## config.mk

```make
export PLATFORM = sky130hd
export DESIGN_NAME = lc3_control_flat
export DESIGN_NICKNAME = d
export VERILOG_FILES = /design/src/rtl/lc3_control_pkg.sv /design/src/rtl/lc3_control_if.sv /design/src/rtl/lc3_control_mem_wait_ctr.sv /design/src/rtl/lc3_control.sv /design/src/flat_wrapper.sv
export SDC_FILE = /design/constraint.sdc
export NUM_CORES = 1
export LEC_CHECK = 0
export ABC_AREA = 1
export CAP_MARGIN = 15
export CORE_AREA = 4 4 56 58
export DETAILED_ROUTE_END_ITERATION = 8
export DIE_AREA = 0 0 60 62
export MAX_ROUTING_LAYER = met4
export PLACE_DENSITY = 0.87
export SYNTH_ARGS = -nofsm -noshare
export SYNTH_HDL_FRONTEND = slang
export SYNTH_SLANG_ARGS = --single-unit
```

## constraint.sdc

```tcl
create_clock -name Clk -period 1.9 [get_ports Clk]
set_input_delay 0.19 -clock Clk [delete_from_list [all_inputs] [get_ports Clk]]
set_output_delay 0.19 -clock Clk [all_outputs]
set_load 0.1 [all_outputs]
```

## src/rtl/lc3_control_pkg.sv

```systemverilog
// Shared types and encodings for the LC-3 sequencing FSM: state set,
// opcode values and datapath mux-select codes.
package lc3_pkg;

    typedef enum logic [4:0] {
        S_HALTED,
        S_F1, S_F2, S_F3, S_DEC,
        S_ADD, S_AND, S_NOT,
        S_BR, S_BR_T,
        S_JMP, S_JSR1, S_JSR2,
        S_LDR1, S_LDR2, S_LDR3,
        S_STR1, S_STR2, S_STR3,
        S_PAUSE1, S_PAUSE2
    } state_t;

    localparam logic [3:0] OP_BR    = 4'b0000;
    localparam logic [3:0] OP_ADD   = 4'b0001;
    localparam logic [3:0] OP_JSR   = 4'b0100;
    localparam logic [3:0] OP_AND   = 4'b0101;
    localparam logic [3:0] OP_LDR   = 4'b0110;
    localparam logic [3:0] OP_STR   = 4'b0111;
    localparam logic [3:0] OP_NOT   = 4'b1001;
    localparam logic [3:0] OP_JMP   = 4'b1100;
    localparam logic [3:0] OP_PAUSE = 4'b1101;

    localparam logic [1:0] PCMUX_INC  = 2'b00;
    localparam logic [1:0] PCMUX_BUS  = 2'b01;
    localparam logic [1:0] PCMUX_ADDR = 2'b10;

    localparam logic [1:0] ADDR2_ZERO  = 2'b00;
    localparam logic [1:0] ADDR2_OFF6  = 2'b01;
    localparam logic [1:0] ADDR2_OFF9  = 2'b10;
    localparam logic [1:0] ADDR2_OFF11 = 2'b11;

    localparam logic [1:0] ALUK_ADD   = 2'b00;
    localparam logic [1:0] ALUK_AND   = 2'b01;
    localparam logic [1:0] ALUK_NOT   = 2'b10;
    localparam logic [1:0] ALUK_PASSA = 2'b11;

    // Unsupported opcodes fall back to a fresh fetch (executed as a NOP).
    function automatic state_t decode_op(input logic [3:0] op);
        case (op)
            OP_ADD:   return S_ADD;
            OP_AND:   return S_AND;
            OP_NOT:   return S_NOT;
            OP_BR:    return S_BR;
            OP_JMP:   return S_JMP;
            OP_JSR:   return S_JSR1;
            OP_LDR:   return S_LDR1;
            OP_STR:   return S_STR1;
            OP_PAUSE: return S_PAUSE1;
            default:  return S_F1;
        endcase
    endfunction

endpackage

```

## src/rtl/lc3_control_if.sv

```systemverilog
// Control bundle between the LC-3 sequencer (master) and the datapath (slave).
interface lc3_control_if;
    logic        Run;
    logic        Continue;
    logic [15:0] IR;
    logic        BEN;

    logic LD_MAR, LD_MDR, LD_IR, LD_BEN, LD_CC, LD_REG, LD_PC, LD_LED;
    logic GatePC, GateMDR, GateALU, GateMARMUX;
    logic SR2MUX, ADDR1MUX, MARMUX, MIO_EN, DRMUX, SR1MUX;
    logic [1:0] PCMUX, ADDR2MUX, ALUK;
    logic Mem_OE, Mem_WE;
    logic Halted;

    modport master (
        input  Run, Continue, IR, BEN,
        output LD_MAR, LD_MDR, LD_IR, LD_BEN, LD_CC, LD_REG, LD_PC, LD_LED,
        output GatePC, GateMDR, GateALU, GateMARMUX,
        output SR2MUX, ADDR1MUX, MARMUX, MIO_EN, DRMUX, SR1MUX,
        output PCMUX, ADDR2MUX, ALUK, Mem_OE, Mem_WE, Halted
    );

    modport slave (
        output Run, Continue, IR, BEN,
        input  LD_MAR, LD_MDR, LD_IR, LD_BEN, LD_CC, LD_REG, LD_PC, LD_LED,
        input  GatePC, GateMDR, GateALU, GateMARMUX,
        input  SR2MUX, ADDR1MUX, MARMUX, MIO_EN, DRMUX, SR1MUX,
        input  PCMUX, ADDR2MUX, ALUK, Mem_OE, Mem_WE, Halted
    );
endinterface

```

## src/rtl/lc3_control_mem_wait_ctr.sv

```systemverilog
// SRAM wait counter: counts cycles a memory strobe has been held; done marks
// the last wait cycle, when read data is valid or the write commits.
module mem_wait_ctr #(
    parameter int MEM_WAIT = 2
) (
    input  logic Clk,
    input  logic Reset,
    input  logic clr,
    input  logic en,
    output logic done
);
    logic [2:0] cnt;

    always_ff @(posedge Clk or negedge Reset) begin
        if (!Reset)    cnt <= '0;
        else if (clr)  cnt <= '0;
        else if (en)   cnt <= cnt + 3'd1;
    end

    assign done = (cnt == 3'(MEM_WAIT - 1));
endmodule

```

## src/rtl/lc3_control.sv

```systemverilog
// LC-3 sequencing FSM: fetch/decode/execute control strobes plus the SRAM
// wait handshake. Outputs are Moore decodes of the state register and IR.
module lc3_control
    import lc3_pkg::*;
#(
    parameter int MEM_WAIT = 2
) (
    input  logic          Clk,
    input  logic          Reset,
    lc3_control_if.master bus
);
    state_t state;
    logic   pause_seen;
    logic   mem_en, mem_done;
    logic   unused_ir;

    assign unused_ir = ^{bus.IR[11:6], bus.IR[4:0]};
    assign mem_en    = (state == S_F2) || (state == S_LDR2) || (state == S_STR3);

    mem_wait_ctr #(.MEM_WAIT(MEM_WAIT)) u_wait (
        .Clk   (Clk),
        .Reset (Reset),
        .clr   (mem_en && mem_done),
        .en    (mem_en),
        .done  (mem_done)
    );

    always_ff @(posedge Clk or negedge Reset) begin
        if (!Reset) begin
            state      <= S_HALTED;
            pause_seen <= 1'b0;
        end else begin
            // Remembers that PAUSE1 has already had its LED-load cycle.
            pause_seen <= (state == S_PAUSE1);
            case (state)
                S_HALTED: if (bus.Run) state <= S_F1;
                S_F1:     state <= S_F2;
                S_F2:     if (mem_done) state <= S_F3;
                S_F3:     state <= S_DEC;
                S_DEC:    state <= decode_op(bus.IR[15:12]);
                S_BR:     state <= bus.BEN ? S_BR_T : S_F1;
                S_JSR1:   state <= S_JSR2;
                S_LDR1:   state <= S_LDR2;
                S_LDR2:   if (mem_done) state <= S_LDR3;
                S_STR1:   state <= S_STR2;
                S_STR2:   state <= S_STR3;
                S_STR3:   if (mem_done) state <= S_F1;
                S_PAUSE1: if (bus.Continue) state <= S_PAUSE2;
                S_PAUSE2: if (!bus.Continue) state <= S_F1;
                S_ADD, S_AND, S_NOT, S_BR_T, S_JMP, S_JSR2, S_LDR3:
                          state <= S_F1;
                default:  state <= S_HALTED;
            endcase
        end
    end

    always_comb begin
        bus.LD_MAR = 1'b0;  bus.LD_MDR = 1'b0;  bus.LD_IR  = 1'b0;  bus.LD_BEN = 1'b0;
        bus.LD_CC  = 1'b0;  bus.LD_REG = 1'b0;  bus.LD_PC  = 1'b0;  bus.LD_LED = 1'b0;
        bus.GatePC = 1'b0;  bus.GateMDR = 1'b0; bus.GateALU = 1'b0; bus.GateMARMUX = 1'b0;
        bus.SR2MUX = 1'b0;  bus.ADDR1MUX = 1'b0; bus.MARMUX = 1'b0; bus.MIO_EN = 1'b0;
        bus.DRMUX  = 1'b0;  bus.SR1MUX = 1'b0;
        bus.PCMUX  = PCMUX_INC;
        bus.ADDR2MUX = ADDR2_ZERO;
        bus.ALUK   = ALUK_ADD;
        bus.Mem_OE = 1'b0;  bus.Mem_WE = 1'b0;  bus.Halted = 1'b0;
        case (state)
            S_HALTED: bus.Halted = 1'b1;
            S_F1: begin
                bus.GatePC = 1'b1; bus.LD_MAR = 1'b1; bus.LD_PC = 1'b1;
                bus.PCMUX  = PCMUX_INC;
            end
            S_F2, S_LDR2: begin
                bus.Mem_OE = 1'b1; bus.MIO_EN = 1'b1; bus.LD_MDR = mem_done;
            end
            S_F3: begin
                bus.GateMDR = 1'b1; bus.LD_IR = 1'b1;
            end
            S_DEC: bus.LD_BEN = 1'b1;
            S_ADD, S_AND, S_NOT: begin
                bus.GateALU = 1'b1; bus.LD_REG = 1'b1; bus.LD_CC = 1'b1; bus.SR1MUX = 1'b1;
                bus.SR2MUX  = (state != S_NOT) && bus.IR[5];
                bus.ALUK    = (state == S_ADD) ? ALUK_ADD :
                              (state == S_AND) ? ALUK_AND : ALUK_NOT;
            end
            S_BR_T: begin
                bus.ADDR2MUX = ADDR2_OFF9; bus.PCMUX = PCMUX_ADDR; bus.LD_PC = 1'b1;
            end
            S_JMP: begin
                bus.SR1MUX = 1'b1; bus.ALUK = ALUK_PASSA; bus.GateALU = 1'b1;
                bus.PCMUX  = PCMUX_BUS; bus.LD_PC = 1'b1;
            end
            S_JSR1: begin
                bus.GatePC = 1'b1; bus.DRMUX = 1'b1; bus.LD_REG = 1'b1;
            end
            S_JSR2: begin
                bus.ADDR2MUX = ADDR2_OFF11; bus.PCMUX = PCMUX_ADDR; bus.LD_PC = 1'b1;
            end
            S_LDR1, S_STR1: begin
                bus.ADDR1MUX = 1'b1; bus.SR1MUX = 1'b1; bus.ADDR2MUX = ADDR2_OFF6;
                bus.GateMARMUX = 1'b1; bus.LD_MAR = 1'b1;
            end
            S_LDR3: begin
                bus.GateMDR = 1'b1; bus.LD_REG = 1'b1; bus.LD_CC = 1'b1;
            end
            S_STR2: begin
                bus.ALUK = ALUK_PASSA; bus.GateALU = 1'b1; bus.LD_MDR = 1'b1;
            end
            S_STR3:   bus.Mem_WE = 1'b1;
            S_PAUSE1: bus.LD_LED = !pause_seen;
            default: ;
        endcase
    end

    a_one_gate: assert property (@(posedge Clk) disable iff (!Reset)
        $countones({bus.GatePC, bus.GateMDR, bus.GateALU, bus.GateMARMUX}) <= 1);
    a_mem_excl: assert property (@(posedge Clk) disable iff (!Reset)
        !(bus.Mem_OE && bus.Mem_WE));
endmodule

```

## src/flat_wrapper.sv

```systemverilog
// flat-port wrapper written by rule: the top's interface ports become plain ports
module lc3_control_flat import lc3_pkg::*;
#(
    parameter int MEM_WAIT = 2
)
  (Clk, Reset, bus_Run, bus_Continue, bus_IR, bus_BEN, bus_LD_MAR, bus_LD_MDR, bus_LD_IR, bus_LD_BEN, bus_LD_CC, bus_LD_REG, bus_LD_PC, bus_LD_LED, bus_GatePC, bus_GateMDR, bus_GateALU, bus_GateMARMUX, bus_SR2MUX, bus_ADDR1MUX, bus_MARMUX, bus_MIO_EN, bus_DRMUX, bus_SR1MUX, bus_PCMUX, bus_ADDR2MUX, bus_ALUK, bus_Mem_OE, bus_Mem_WE, bus_Halted);
  lc3_control_if bus_i ();
  input  logic Clk;
  input  logic Reset;
  input wire logic [$bits(bus_i.Run)-1:0] bus_Run;
  input wire logic [$bits(bus_i.Continue)-1:0] bus_Continue;
  input wire logic [$bits(bus_i.IR)-1:0] bus_IR;
  input wire logic [$bits(bus_i.BEN)-1:0] bus_BEN;
  output wire logic [$bits(bus_i.LD_MAR)-1:0] bus_LD_MAR;
  output wire logic [$bits(bus_i.LD_MDR)-1:0] bus_LD_MDR;
  output wire logic [$bits(bus_i.LD_IR)-1:0] bus_LD_IR;
  output wire logic [$bits(bus_i.LD_BEN)-1:0] bus_LD_BEN;
  output wire logic [$bits(bus_i.LD_CC)-1:0] bus_LD_CC;
  output wire logic [$bits(bus_i.LD_REG)-1:0] bus_LD_REG;
  output wire logic [$bits(bus_i.LD_PC)-1:0] bus_LD_PC;
  output wire logic [$bits(bus_i.LD_LED)-1:0] bus_LD_LED;
  output wire logic [$bits(bus_i.GatePC)-1:0] bus_GatePC;
  output wire logic [$bits(bus_i.GateMDR)-1:0] bus_GateMDR;
  output wire logic [$bits(bus_i.GateALU)-1:0] bus_GateALU;
  output wire logic [$bits(bus_i.GateMARMUX)-1:0] bus_GateMARMUX;
  output wire logic [$bits(bus_i.SR2MUX)-1:0] bus_SR2MUX;
  output wire logic [$bits(bus_i.ADDR1MUX)-1:0] bus_ADDR1MUX;
  output wire logic [$bits(bus_i.MARMUX)-1:0] bus_MARMUX;
  output wire logic [$bits(bus_i.MIO_EN)-1:0] bus_MIO_EN;
  output wire logic [$bits(bus_i.DRMUX)-1:0] bus_DRMUX;
  output wire logic [$bits(bus_i.SR1MUX)-1:0] bus_SR1MUX;
  output wire logic [$bits(bus_i.PCMUX)-1:0] bus_PCMUX;
  output wire logic [$bits(bus_i.ADDR2MUX)-1:0] bus_ADDR2MUX;
  output wire logic [$bits(bus_i.ALUK)-1:0] bus_ALUK;
  output wire logic [$bits(bus_i.Mem_OE)-1:0] bus_Mem_OE;
  output wire logic [$bits(bus_i.Mem_WE)-1:0] bus_Mem_WE;
  output wire logic [$bits(bus_i.Halted)-1:0] bus_Halted;
  assign bus_i.Run = bus_Run;
  assign bus_i.Continue = bus_Continue;
  assign bus_i.IR = bus_IR;
  assign bus_i.BEN = bus_BEN;
  assign bus_LD_MAR = bus_i.LD_MAR;
  assign bus_LD_MDR = bus_i.LD_MDR;
  assign bus_LD_IR = bus_i.LD_IR;
  assign bus_LD_BEN = bus_i.LD_BEN;
  assign bus_LD_CC = bus_i.LD_CC;
  assign bus_LD_REG = bus_i.LD_REG;
  assign bus_LD_PC = bus_i.LD_PC;
  assign bus_LD_LED = bus_i.LD_LED;
  assign bus_GatePC = bus_i.GatePC;
  assign bus_GateMDR = bus_i.GateMDR;
  assign bus_GateALU = bus_i.GateALU;
  assign bus_GateMARMUX = bus_i.GateMARMUX;
  assign bus_SR2MUX = bus_i.SR2MUX;
  assign bus_ADDR1MUX = bus_i.ADDR1MUX;
  assign bus_MARMUX = bus_i.MARMUX;
  assign bus_MIO_EN = bus_i.MIO_EN;
  assign bus_DRMUX = bus_i.DRMUX;
  assign bus_SR1MUX = bus_i.SR1MUX;
  assign bus_PCMUX = bus_i.PCMUX;
  assign bus_ADDR2MUX = bus_i.ADDR2MUX;
  assign bus_ALUK = bus_i.ALUK;
  assign bus_Mem_OE = bus_i.Mem_OE;
  assign bus_Mem_WE = bus_i.Mem_WE;
  assign bus_Halted = bus_i.Halted;
  lc3_control #(.MEM_WAIT(MEM_WAIT)) u_core (.Clk(Clk), .Reset(Reset), .bus(bus_i));
endmodule
```

; Yosys cells after proc, flatten, opt, wreduce, memory -nomap -nowiden
; Memory sizes are Yosys's and may differ from the RTL's.
; Index checks and enable logic that the tools add are counted.
[totals]
romBits = 80
out_inout_bits = 27
reg_bits = 9
elab_cells = 88
memories = 1
[mem_list]
columns = memory, depth, word_bits, read_ports, rd_clocked_by_memory_dff, wr, line
row1 = (no name shown), 16, 5, 1, 0, 0, lc3_control_pkg.sv:42  ; case (op)
[op_classes]
n_addsub = 1
reduce_logical = 22
n_eq_ne = 28
muxes = 33
[op_table]
columns = operator, count
row1 = 5-bit case mux with 15 select lines, 1
row2 = "5-bit by 4-bit == test with 1-bit output, second input constant", 8
row3 = 5-bit two-way mux, 6
row4 = "5-bit == test, second input constant", 5
row5 = "5-bit by 3-bit == test with 1-bit output, second input constant", 4
row6 = 1-bit two-way mux, 17
row7 = 2-bit OR reduction, 6
row8 = "5-bit by 2-bit == test with 1-bit output, second input constant", 2
row9 = 5-bit OR reduction, 2
row10 = 2-bit case mux with 2 select lines, 2
row11 = 4-bit OR reduction, 2
row12 = 7-bit OR reduction, 1
row13 = 3-bit two-way mux, 2
row14 = "2-bit by 1-bit inequality test with 1-bit output, second input constant", 3
row15 = "2-bit inequality test, second input constant", 3
row16 = 2-bit case mux with 3 select lines, 1
row17 = 6-bit AND reduction, 1
row18 = 3-bit OR reduction, 2
row19 = 6-bit OR reduction, 1
row20 = "5-bit by 1-bit == test with 1-bit output, second input constant", 1
row21 = 5-bit logical NOT, 1
row22 = "5-bit by 3-bit inequality test with 1-bit output, second input constant", 1
row23 = 2-bit two-way mux, 2
row24 = 4-bit two-way mux, 1
row25 = other kinds (7), 9

; Longest topological paths before layout
[logic_depth]
ltp_word = 5
mapped_depth = 11

; Cells and area by module
; Synthesis repeated with hierarchy kept, for this count alone.
[hier_totals]
hier_cells = 179
hier_area_um2 = 1042.2
[by_module_without_submodules]
columns = mod, seq_area_each_um2, cells_per_inst, area_per_inst_um2, instances
row1 = lc3_control, 150.1, 158, 868.3, 1
row2 = mem_wait_ctr, 75.1, 21, 173.9, 1

; Worst setup path before layout
; No wires, ideal clock.
[synth_path]
kind = reg2out
from = register u_core.state[3]
to = output bus_LD_MDR
slack_ps = -1333
stages_incl_launch_ff = 6
arrival_time_ps = 3043
t_required_ps = 1710
path_cell_list = dfrtp_1 > nor2_4 > clkinv_2 > nor2_1 > nor2_1 > o21ai_0
[synth_between]
elab_chain_cells = 3
[synth_lines]
columns = item, line
row1 = start: declaration, lc3_control.sv:12  ; state_t state;
row2 = start signal: assignment, lc3_control.sv:40  ; S_DEC: state <= decode_op(bus.IR[15:12]);
row3 = start signal: assignment, lc3_control.sv:41  ; S_BR: state <= bus.BEN ? S_BR_T : S_F1;
row4 = 5-bit by 4-bit == test with 1-bit output or 5-bit by 2-bit == test with 1-bit output (tied branches), lc3_control.sv:67  ; case (state)
row5 = 2-bit OR reduction, lc3_control.sv:67
row6 = 1-bit case mux with 2 select lines (*), lc3_control.sv:67
row7 = end: declaration, flat_wrapper.sv:15  ; output wire logic [$bits(bus_i.LD_MDR)-1:0] bus_LD_MDR;
; Every way passes the cells marked *; elsewhere a longest branch is shown, timed or not.

; Final worst setup path
[layout_path]
from = register u_core.state[2]
to = output bus_LD_MDR
; Same word-level chain as after synthesis.

==> impl_metrics.sql <==
INSERT INTO impl_metrics (metric_group, metric, value, unit) VALUES
('yosys', 'synth.yosys.seq_area_share', '21.5', '%'),
('global_route', 'via_count_of_the_first_global_routing_pass', '1126', ''),
('critical_path', 'timing.reg2reg.setup_slack', '0.35', 'ns'),
('status', 'violations_in_the_final_reports', 'negative setup slack', ''),
('yosys', 'ys_warn_count', '0', ''),
('drt', 'drtIter0Drc', '37', ''),
('floorplanning', 'floorplan.rows', '19', ''),
('critical_path', 'setup.worst_path.start_class', 'flip-flop', ''),
('critical_path', 'cp.arrival', '1.73', 'ns'),
('clock_network', 'ctsLongestPathBuffers', '2', ''),
('yosys', 'post_synth.cell_area_avg', '6.20', 'µm²'),
('floorplanning', 'io_pins', '48', ''),
('layout', 'antenna_cells', '0', ''),
('critical_path', 'timing.critical_path.slowest_cell_delay', '0.45', 'ns'),
('timing', 'clock.fmax', '521', 'MHz'),
('timing', 'max-slew-margin-rel', '66.1', '%'),
('timing', 'finClkSkew', '0.00848', 'ns'),
('yosys', 'synth.cell_area', '1050', 'µm²'),
('critical_path', 'maximum_fanout_along_the_worst_path', '5', ''),
('clock_network', 'cts.root.buffer_cell', 'sky130_fd_sc_hd__clkbuf_4', ''),
('clock_network', 'clock_latency', '0.26', 'ns'),
('drt', 'postRouteAntennaNets', '0', ''),
('timing', 'total_negative_slack', '-0.0207', 'ns'),
('place', 'port_buffers', '35', ''),
('global_route', 'top_usage_layer', 'met2', ''),
('timing', 'timing.final.ws_setup', '-0.0207', 'ns'),
('clock_network', 'tritoncts_num_sinks', '9', ''),
('drt', 'postRouteWirelength', '3310', 'µm'),
('yosys', 'synth_cells', '169', ''),
('worst_hold_path', 'hold_path.class', 'in -> async', ''),
('floorplanning', 'die_w', '60', 'µm'),
('critical_path', 'criticalPathCategory', 'reg -> out', ''),
('yosys', 'synth_area_leader_cell', 'sky130_fd_sc_hd__dfrtp_1', ''),
('global_route', 'initial_antenna_violation_count', '0', ''),
('yosys', 'unique_masters_post_synth', '23', ''),
('global_route', 'grtUsageMet2', '33.3', '%'),
('timing', 'fin_crit', '1.92', 'ns'),
('layout', 'fin_nets', '241', ''),
('timing', 'final_hold_viol_count', '0', ''),
('place', 'gpl_wtd_cong', '0.905', ''),
('drt', 'drc_errors', '0', ''),
('critical_path', 'crit_slowest_cell', 'sky130_fd_sc_hd__dfrtp_2', ''),
('critical_path', 'timing.critical_path.max_delay_family', 'flip-flops', ''),
('critical_path', 'timing.critical_path.cells', 'nor2_4 -> clkinv_4 -> buf_6 -> nor2_4 -> nor2_4 -> o21ai_2 -> buf_12', ''),
('floorplanning', 'core_area', '2660', 'µm²'),
('drt', 'dr_total_vias', '1239', ''),
('drt', 'wl_per_cell', '13.6', 'µm'),
('status', 'run_status', 'finished, violations left', ''),
('timing', 'setup_viol', '1', ''),
('yosys', 'flops_latches_synth', '9', ''),
('clock_network', 'worst_setup_hold_path_clk_slew', '0.07', 'ns'),
('place', 'hpwl', '2660', 'µm'),
('yosys', 'yosys-top-cells-area', 'sky130_fd_sc_hd__dfrtp_1 (21%), sky130_fd_sc_hd__nand2_1 (15%), sky130_fd_sc_hd__nor2_1 (9.3%)', ''),
('floorplanning', 'floorplan.initialDensity', '39.4', '%'),
('floorplanning', 'die_h', '62', 'µm'),
('timing', 'timing.final.max_slew_violations', '0', ''),
('timing', 'min_period_over_period', '101', '%'),
('clock_network', 'cts_inserted_buffers', '3', ''),
('global_route', 'track_usage', '18.3', '%'),
('layout', 'flow.area_growth_from_synthesis', '86.4', '%'),
('critical_path', 'worstSetupEndpointType', 'output port', ''),
('critical_path', 'endpoint_required_time_on_the_critical_path', '1.71', 'ns'),
('floorplanning', 'die_area', '3720', 'µm²'),
('global_route', 'maximum_number_of_pins_on_one_net_before_global_route_repair', '12', ''),
('timing', 'worst_slew_pin_slew', '0.507', 'ns'),
('global_route', 'use_met1', '20.3', '%'),
('job', 'max-cap-violations', '0', ''),
('clock_network', 'cts_tree', 'done', ''),
('drt', 'drtPass1Iterations', '4', ''),
('global_route', 'globalRoute.totalOverflow', '0', ''),
('clock_network', 'cts-hold-fix-buffers', '0', '');
-- layout make-up --
cell class / count / area (µm²)
clock buffers: 4 / 26.3
fillers: 192 / 708
inverters: 28 / 120
multi-input cells: 127 / 846
flip-flops and latches: 9 / 230
well taps: 31 / 38.8
repair buffers: 45 / 693
-- per-stage QoR --
step / hold slack, ns / util, % / worst slack, ns / area (µm²) / std cells
3_5_place_dp: 0.484 / 68.3 / 0.136 / 1820 / 234
4_1_cts: 0.251 / 70.7 / 0.00299 / 1880 / 240
6_report: 0.261 / 73.4 / -0.0207 / 1950 / 244
3_3_place_gp: 0.469 / 68.3 / 0.159 / 1820 / 234
2_1_floorplan: -0.106 / - / -0.431 / 1210 / 169
5_1_grt: 0.282 / 73.4 / -0.0637 / 1950 / 244
-- routing by layer --
| metal | wire, µm | share of wire, % |
|---|---|---|
| met2 | 1840 | 55 |
| met3 | 214 | 6.5 |
| met5 | 0 | 0 |
| met4 | 83 | 2.5 |
| met1 | 1180 | 36 |
-- timing repair --
| item | in CTS | in global routing |
|---|---|---|
| resized for setup | 7 | 12 |
| setup buffers | 2 | 5 |
| pin swaps | 1 | 9 |
| setup endpoints to repair | 12 | 15 |
-- path summary, 6_finish.rpt --
kind | startpoint | to | depth (start not counted)
setup / recovery | u_core.state[2] | bus_LD_MDR | 7
hold / removal | Reset | u_core.pause_seen | 1
setup reg to reg | u_core.state[2] | u_core.state[0] | 11
hold reg to reg | u_core.u_wait.cnt[2] | u_core.u_wait.cnt[2] | 1
max in group asynchronous | Reset | u_core.state[1] | 1
min in group Clk | u_core.u_wait.cnt[2] | u_core.u_wait.cnt[2] | 1
-- kinds of logic after synthesis --
| group | Yosys count | share of synthesized area, % |
|---|---|---|
| fa+ha+maj | 6 | 7.16 |
| flops | 9 | 21.5 |
| buf+inv | 33 | 14.1 |
| other cells | 1 | 0.358 |
| simple gates | 99 | 45.7 |
| compound gates | 21 | 11.2 |
-- worst reg2reg max path: stages (launching register included) --
cell and delay (ns):
sky130_fd_sc_hd__dfrtp_2 0.45, sky130_fd_sc_hd__nor2_4 0.20, sky130_fd_sc_hd__clkinv_4 0.11, sky130_fd_sc_hd__buf_6 0.15, sky130_fd_sc_hd__nor2_4 0.12, sky130_fd_sc_hd__buf_4 0.13, sky130_fd_sc_hd__nor2_1 0.03, sky130_fd_sc_hd__nand2_1 0.07
sky130_fd_sc_hd__nor2_1 0.05, sky130_fd_sc_hd__nand2_1 0.07, sky130_fd_sc_hd__nand2_1 0.05, sky130_fd_sc_hd__nand2_1 0.06
-- synth_stat cells --
| library cell | count |
|---|---|
| sky130_fd_sc_hd__o21a_1 | 1 |
| sky130_fd_sc_hd__o21ai_1 | 4 |
| sky130_fd_sc_hd__buf_4 | 4 |
| sky130_fd_sc_hd__inv_2 | 4 |
| sky130_fd_sc_hd__a21oi_1 | 3 |
| sky130_fd_sc_hd__nand2_1 | 41 |
| sky130_fd_sc_hd__o211ai_1 | 2 |
| sky130_fd_sc_hd__nand3b_1 | 1 |
| sky130_fd_sc_hd__o21ai_0 | 9 |
| sky130_fd_sc_hd__nor2_2 | 7 |
| sky130_fd_sc_hd__dfrtp_1 | 9 |
| sky130_fd_sc_hd__nor2_4 | 6 |
| sky130_fd_sc_hd__inv_1 | 23 |
| sky130_fd_sc_hd__ha_1 | 6 |
| sky130_fd_sc_hd__nand2_2 | 3 |
| sky130_fd_sc_hd__buf_6 | 1 |
| sky130_fd_sc_hd__conb_1 | 1 |
| sky130_fd_sc_hd__clkinv_2 | 1 |
| sky130_fd_sc_hd__nor2_1 | 26 |
| sky130_fd_sc_hd__nand3_1 | 11 |
| sky130_fd_sc_hd__nor3_1 | 1 |
| sky130_fd_sc_hd__nand3_2 | 3 |
| sky130_fd_sc_hd__o31ai_1 | 2 |
-- state kept, by name (all words and copies together), names as in the netlist --
name,count
u_core.state,5
u_core.u_wait.cnt,3
u_core.pause_seen,1
Power is not shown: default switching activity piles up to over one toggle a cycle in this logic, so the estimate is an artifact.
